**src/rtl/io_port_arbiter_pkg.sv**
```systemverilog
// Shared definitions for the port-B I/O arbiter: FSM states, requester
// indices and the modulo-3 helper used by the round-robin picker.
package io_port_arbiter_pkg;

  localparam int unsigned NUM_REQ = 3;
  // Wait counter holds READ_LATENCY-1, READ_LATENCY in 1..4
  localparam int unsigned CNT_W   = 2;

  typedef enum logic [1:0] {
    ST_IDLE  = 2'd0,
    ST_ISSUE = 2'd1,
    ST_WAIT  = 2'd2
  } arb_state_e;

  typedef enum logic [1:0] {
    REQ_VGA = 2'd0,
    REQ_KBD = 2'd1,
    REQ_DBG = 2'd2
  } req_idx_e;

  // (base + step) mod 3 for base, step in 0..2
  function automatic logic [1:0] wrap_add3(input logic [1:0] base, input logic [1:0] step);
    logic [2:0] sum;
    sum = {1'b0, base} + {1'b0, step};
    if (sum >= 3'd3) sum = sum - 3'd3;
    return sum[1:0];
  endfunction

endpackage

```
**src/rtl/io_port_arbiter_rr_pick3.sv**
```systemverilog
// rr_pick3: combinational 3-way round-robin picker.
//   req     in  3  request vector, bit index = requester index
//   start   in  2  first index searched (one past the previous winner)
//   urgent  in  1  index 0 wins outright when it is also requesting
//   valid   out 1  any request present
//   winner  out 2  selected index (meaningful only when valid)
module rr_pick3
  import io_port_arbiter_pkg::*;
(
  input  logic [2:0] req,
  input  logic [1:0] start,
  input  logic       urgent,
  output logic       valid,
  output logic [1:0] winner
);

  logic [1:0] cand;

  // Scan farthest-first so the nearest requester to start is written last
  always_comb begin
    valid  = |req;
    winner = REQ_VGA;
    cand   = start;
    if (urgent && req[REQ_VGA]) begin
      winner = REQ_VGA;
    end else begin
      for (int k = int'(NUM_REQ) - 1; k >= 0; k--) begin
        cand = wrap_add3(start, 2'(k));
        if (req[cand]) winner = cand;
      end
    end
  end

endmodule

```
**src/rtl/io_port_arbiter.sv**
```systemverilog
// io_port_arbiter: shares RAM port B between VGA (read), keyboard (write)
// and debug (read/write) with round-robin fairness and a VGA urgent override.
// One transaction outstanding at a time.
//   clk, rst                 clock, async active-low reset
//   vga_req/urgent/addr      VGA read request; vga_gnt, vga_rvalid, vga_rdata back
//   kbd_req/addr/wdata       keyboard write request; kbd_gnt back
//   dbg_req/we/addr/wdata    debug request; dbg_gnt, dbg_rvalid, dbg_rdata back
//   io_addr/io_wren/io_wdata registered RAM port-B controls; io_rdata = RAM q_b
//   busy                     FSM not idle
module io_port_arbiter
  import io_port_arbiter_pkg::*;
#(
  parameter int unsigned ADDR_W       = 32,
  parameter int unsigned DATA_W       = 32,
  parameter int unsigned READ_LATENCY = 2
) (
  input  logic              clk,
  input  logic              rst,
  input  logic              vga_req,
  input  logic              vga_urgent,
  input  logic [ADDR_W-1:0] vga_addr,
  output logic              vga_gnt,
  output logic              vga_rvalid,
  output logic [DATA_W-1:0] vga_rdata,
  input  logic              kbd_req,
  input  logic [ADDR_W-1:0] kbd_addr,
  input  logic [DATA_W-1:0] kbd_wdata,
  output logic              kbd_gnt,
  input  logic              dbg_req,
  input  logic              dbg_we,
  input  logic [ADDR_W-1:0] dbg_addr,
  input  logic [DATA_W-1:0] dbg_wdata,
  output logic              dbg_gnt,
  output logic              dbg_rvalid,
  output logic [DATA_W-1:0] dbg_rdata,
  output logic [ADDR_W-1:0] io_addr,
  output logic              io_wren,
  output logic [DATA_W-1:0] io_wdata,
  input  logic [DATA_W-1:0] io_rdata,
  output logic              busy
);

  arb_state_e        state, state_nxt;
  req_idx_e          owner, owner_nxt;
  logic              we_q, we_nxt;
  logic [1:0]        rr_start, rr_start_nxt;
  logic [CNT_W-1:0]  cnt, cnt_nxt;
  logic [ADDR_W-1:0] io_addr_nxt;
  logic [DATA_W-1:0] io_wdata_nxt;
  logic              io_wren_nxt;
  logic              pick_valid;
  logic [1:0]        pick_idx;
  logic              rd_done;
  logic [DATA_W-1:0] vga_rdata_q, dbg_rdata_q;

  rr_pick3 u_pick (
    .req    ({dbg_req, kbd_req, vga_req}),
    .start  (rr_start),
    .urgent (vga_urgent),
    .valid  (pick_valid),
    .winner (pick_idx)
  );

  // State and port-B register bank
  always_ff @(posedge clk or negedge rst) begin
    if (!rst) begin
      state       <= ST_IDLE;
      owner       <= REQ_VGA;
      we_q        <= 1'b0;
      rr_start    <= REQ_VGA;
      cnt         <= '0;
      io_addr     <= '0;
      io_wdata    <= '0;
      io_wren     <= 1'b0;
      vga_rdata_q <= '0;
      dbg_rdata_q <= '0;
    end else begin
      state    <= state_nxt;
      owner    <= owner_nxt;
      we_q     <= we_nxt;
      rr_start <= rr_start_nxt;
      cnt      <= cnt_nxt;
      io_addr  <= io_addr_nxt;
      io_wdata <= io_wdata_nxt;
      io_wren  <= io_wren_nxt;
      if (vga_rvalid) vga_rdata_q <= io_rdata;
      if (dbg_rvalid) dbg_rdata_q <= io_rdata;
    end
  end

  // Next-state: arbitrate only in IDLE; port-B values are loaded on the
  // IDLE->ISSUE edge so they are already registered during ISSUE.
  always_comb begin
    state_nxt    = state;
    owner_nxt    = owner;
    we_nxt       = we_q;
    rr_start_nxt = rr_start;
    cnt_nxt      = cnt;
    io_addr_nxt  = io_addr;
    io_wdata_nxt = io_wdata;
    io_wren_nxt  = 1'b0;
    unique case (state)
      ST_IDLE: begin
        if (pick_valid) begin
          state_nxt    = ST_ISSUE;
          owner_nxt    = req_idx_e'(pick_idx);
          rr_start_nxt = wrap_add3(pick_idx, 2'd1);
          unique case (req_idx_e'(pick_idx))
            REQ_VGA: begin
              we_nxt      = 1'b0;
              io_addr_nxt = vga_addr;
            end
            REQ_KBD: begin
              we_nxt       = 1'b1;
              io_addr_nxt  = kbd_addr;
              io_wdata_nxt = kbd_wdata;
            end
            default: begin
              we_nxt      = dbg_we;
              io_addr_nxt = dbg_addr;
              if (dbg_we) io_wdata_nxt = dbg_wdata;
            end
          endcase
          io_wren_nxt = we_nxt;
        end
      end
      ST_ISSUE: begin
        if (we_q) begin
          state_nxt = ST_IDLE;
        end else begin
          state_nxt = ST_WAIT;
          cnt_nxt   = CNT_W'(READ_LATENCY - 1);
        end
      end
      ST_WAIT: begin
        if (cnt == '0) state_nxt = ST_IDLE;
        else           cnt_nxt   = cnt - CNT_W'(1);
      end
      default: state_nxt = ST_IDLE;
    endcase
  end

  // Grants and completions are decodes of registered state
  assign rd_done    = (state == ST_WAIT) && (cnt == '0);
  assign vga_gnt    = (state == ST_ISSUE) && (owner == REQ_VGA);
  assign kbd_gnt    = (state == ST_ISSUE) && (owner == REQ_KBD);
  assign dbg_gnt    = (state == ST_ISSUE) && (owner == REQ_DBG);
  assign vga_rvalid = rd_done && (owner == REQ_VGA);
  assign dbg_rvalid = rd_done && (owner == REQ_DBG);
  assign busy       = (state != ST_IDLE);

  // Read data is live from the RAM in the completion cycle, then held
  assign vga_rdata = vga_rvalid ? io_rdata : vga_rdata_q;
  assign dbg_rdata = dbg_rvalid ? io_rdata : dbg_rdata_q;

endmodule

```
**config.mk**
```make
export PLATFORM = sky130hd
export DESIGN_NAME = io_port_arbiter
export DESIGN_NICKNAME = d
export VERILOG_FILES = /design/src/rtl/io_port_arbiter_pkg.sv /design/src/rtl/io_port_arbiter_rr_pick3.sv /design/src/rtl/io_port_arbiter.sv
export SDC_FILE = /design/constraint.sdc
export NUM_CORES = 1
export LEC_CHECK = 0
export CORE_MARGIN = 2
export CORE_UTILIZATION = 36
export CTS_BUF_LIST = sky130_fd_sc_hd__clkbuf_4 sky130_fd_sc_hd__clkbuf_8 sky130_fd_sc_hd__clkbuf_16
export CTS_CLUSTER_SIZE = 25
export DETAILED_ROUTE_END_ITERATION = 8
export PLACE_DENSITY = 0.78
export RECOVER_POWER = 50
export SYNTH_ARGS = -nofsm -noshare
export SYNTH_HDL_FRONTEND = slang
export SYNTH_HIERARCHICAL = 1
export SYNTH_SLANG_ARGS = --single-unit
```
**constraint.sdc**
```tcl
create_clock -name clk -period 2.8 [get_ports clk]
set_clock_uncertainty 0.05 [all_clocks]
set_input_delay 0.28 -clock clk [delete_from_list [all_inputs] [get_ports clk]]
set_output_delay 0.28 -clock clk [all_outputs]
set_load 0.005 [all_outputs]
```
==> flow_summary.toml <==
[clock_network]
htree_num_levels = 4
cts.clk_slew.worst_paths_ns = 0.06
tritoncts_sinks = 138
clock_tree.buffer_depth = 2
tritoncts_clock_tree = "yes"
tritoncts.num_buffers = 17
clock-root-buffer = "sky130_fd_sc_hd__clkbuf_16"
clk-insertion-delay-late_ns = 0.40

[synthesis]
syn-instance-count = 524
synth_cell_types = 35
syn_avg_cell_area_sq_um = 12.0
ys_seq_area_share_pct = 54.9
ys_ff_latch = 138
netlist_top_cells_area = "sky130_fd_sc_hd__dfrtp_1 (55%), sky130_fd_sc_hd__mux2_2 (22%), sky130_fd_sc_hd__a31oi_1 (3.2%)"
ys.flop_type = "sky130_fd_sc_hd__dfrtp_1"
cell_type_with_the_highest_aggregate_area_in_the_netlist = "sky130_fd_sc_hd__dfrtp_1"
synth-edff-count = 0
yosys_warnings = 6
synth_fp_nets = 730
synth_area_sq_um = 6290
async_reset_ff_share_pct = 100
synthDominantCellAreaShare_pct = 54.9

[critical_path]
cpLargestDelayFamily = "buffers and inverters"
worstPathCellList = "inv_2, ha_4, nor4bb_4, nor2b_4, buf_6, buf_12, buf_4, mux2_2, clkdlybuf4s15_1"
timing.critical_path.buf_inv = 5
timing.critical_path.fanout_max = 7
worstPathRequired_ns = 2.47
critPathCaptureType = "output pin"
setup.worst_path.start_class = "register"
crit_type = "register to output pin"
worst_path_max_delay_cell = "sky130_fd_sc_hd__dfrtp_1"
maximum_single_stage_delay_on_the_critical_path_ns = 0.37
arrival_time_at_the_worst_endpoint_ns = 2.31

[global_route]
grtUsageMet3_pct = 8.46
grt_max_degree = 71
grt_pass1_vias = 5713
met2_usage_grt_pct = 37.0
grt_use_met1_pct = 23.7
initial_antenna_violation_count = 1
busiest_layer = "met2"
grt_first_pass_wirelength_microns = 30100
grt_overflow_total = 0
gr-usage-all-layers_pct = 21.2

[routing]
detail_route.vias_per_cell = 4.95
routed_wl_microns = 21100
postRouteAntennaNets = 0
detail_route.drc_violations = 0
router_iterations_before_antenna_repair = 4
routed-via-count = 5519
avgRoutedWirePerCell_microns = 18.9
drtIter0Drc = 191

[final_layout]
commonest_cells_after_routing_fill_and_taps_aside = "sky130_fd_sc_hd__clkdlybuf4s50_1 (206), sky130_fd_sc_hd__dfrtp_1 (138), sky130_fd_sc_hd__mux2_2 (117)"
finalNetCount = 1085
drive_gt1_share_pct = 26.0
area_delta_synth_final_pct = 73.2
final_cell_count_no_fill = 1116
antenna-diode-count = 0
most_frequent_standard_cell_in_the_layout_excluding_fill_and_tap_cells = "sky130_fd_sc_hd__clkdlybuf4s50_1"

[power]
worst_ir_drop_vdd_mv = 0.525
power_leakage_nw = 4.76
power_density_cells_nw_per_um2 = 1030

[outcome]
status = "finished, violations left"
violations_in_the_final_reports = "max-capacitance violations, max-slew violations"

[job]
max_cap_violations = 1

[hold_path]
class_of_the_most_critical_hold_timing_path = "primary input to register"

[timing]
timing.fmax_mhz = 379
final_max_slew_viol_count = 70
final_min_period_over_clock_period_pct = 94.3
post-route-min-period_ns = 2.64
finalSetupTns_ns = 0
final-hold-violation-count = 0
tightest_slew_ns = 1.83
slew_headroom_pct = -22.1
setup_violations = 0

[floorplan]
initial_utilization_pct = 36.6
die_h_microns = 136
rows = 48
total_die_area_sq_um = 18600
die_x_microns = 136
floorplan.io_pins = 334
core-area_sq_um = 17200

[place]
place.detailed.hpwl_microns = 14400
gp_congestion = 0.760
io_buffer_count = 333
placed_cells = 1060
[report_power, final]
part,internal (mW),switching (mW)
combinational,3.03,2.44
sequential,2.99,0.412
clock,1.45,0.853
[synthesized netlist by cell type (all sizes together), types with 2 or more instances]
| cell type | count |
|---|---|
| dfrtp | 138 |
| mux2 | 129 |
| nand2 | 42 |
| nor2 | 36 |
| a21oi | 33 |
| a31oi | 32 |
| nand3 | 32 |
| clkbuf | 20 |
| buf | 16 |
| ha | 7 |
| inv | 7 |
| nand2b | 5 |
| o21ai | 5 |
| mux2i | 2 |
| nor2b | 2 |
| nor3b | 2 |
| o21bai | 2 |
| or2 | 2 |
[tightest hold or removal path: stages]
cell and delay (ns):
sky130_fd_sc_hd__clkdlybuf4s50_1 0.39, sky130_fd_sc_hd__nand2_1 0.06, sky130_fd_sc_hd__a31oi_1 0.06
[metal layers]
layer / routed length [microns] / part of all wire, %
met1: 8070 / 38
met4: 342 / 1.6
met3: 1870 / 8.9
met5: 13 / 0.062
met2: 10800 / 51
[layout make-up]
class / count / area, sq um
inverters: 8 / 30.0
repair buffers: 372 / 3810
well taps: 225 / 282
clock buffers: 21 / 462
flip-flops and latches: 138 / 3450
fillers: 1352 / 6280
multi-input cells: 342 / 2720
clock inverters: 10 / 143
[final timing paths]
check	depth (start not counted)	from	to	slack, ns
min in group asynchronous	2	rst	vga_rdata_q[6]	0.84
max reg2reg	12	rr_start[1]	io_addr[21]	0.23
max in group asynchronous	3	rst	vga_rdata_q[8]	0.41
min	3	dbg_addr[3]	io_addr[3]	0.37
min reg2reg	1	we_q	we_q	0.43
max	9	cnt[0]	vga_rdata[18]	0.16
[sequential cells by signal, summed over array words and instances (netlist names)]
register and flops:
rr_start 2, dbg_rdata_q 32, we_q 1, io_wdata 32
owner 2, cnt 2, state 2, io_wren 1
vga_rdata_q 32, io_addr 32
[through the flow]
| step | setup slack (ns) | power [mW] | utilization (%) | hold slack [ns] | instance area [sq um] |
|---|---|---|---|---|---|
| after floorplan | 0.191 | 6.01 | - | -0.0656 | 6290 |
| after global placement | 0.158 | 8.99 | 57.7 | 0.277 | 9910 |
| after detailed placement | 0.0583 | 9.12 | 57.7 | 0.286 | 9910 |
| after CTS | 0.00424 | 11.4 | 61.9 | 0.350 | 10600 |
| after global routing | -0.0219 | 11.9 | 63.4 | 0.360 | 10900 |
| final | 0.158 | 11.2 | 63.4 | 0.371 | 10900 |
[what timing repair did]
item	4_1_cts	5_1_grt
pin swaps	1	2
resized for setup	42	89
buffers inserted	7	10
endpoints found under the hold margin	68	0
hold buffers	1	0
setup endpoints to repair	64	93
gates cloned	2	6
[logic make-up after synthesis]
group	Yosys count	share of synthesized area, %
AO/OA/AOI/OAI	78	7.34
adder cells (fa/ha/maj)	7	1.39
buffers and inverters	44	3.46
flip-flops	138	54.9
multiplexers	131	23.9
AND/OR/NAND/NOR	126	9.05
No activity file was read; power rests on OpenSTA's default activity.
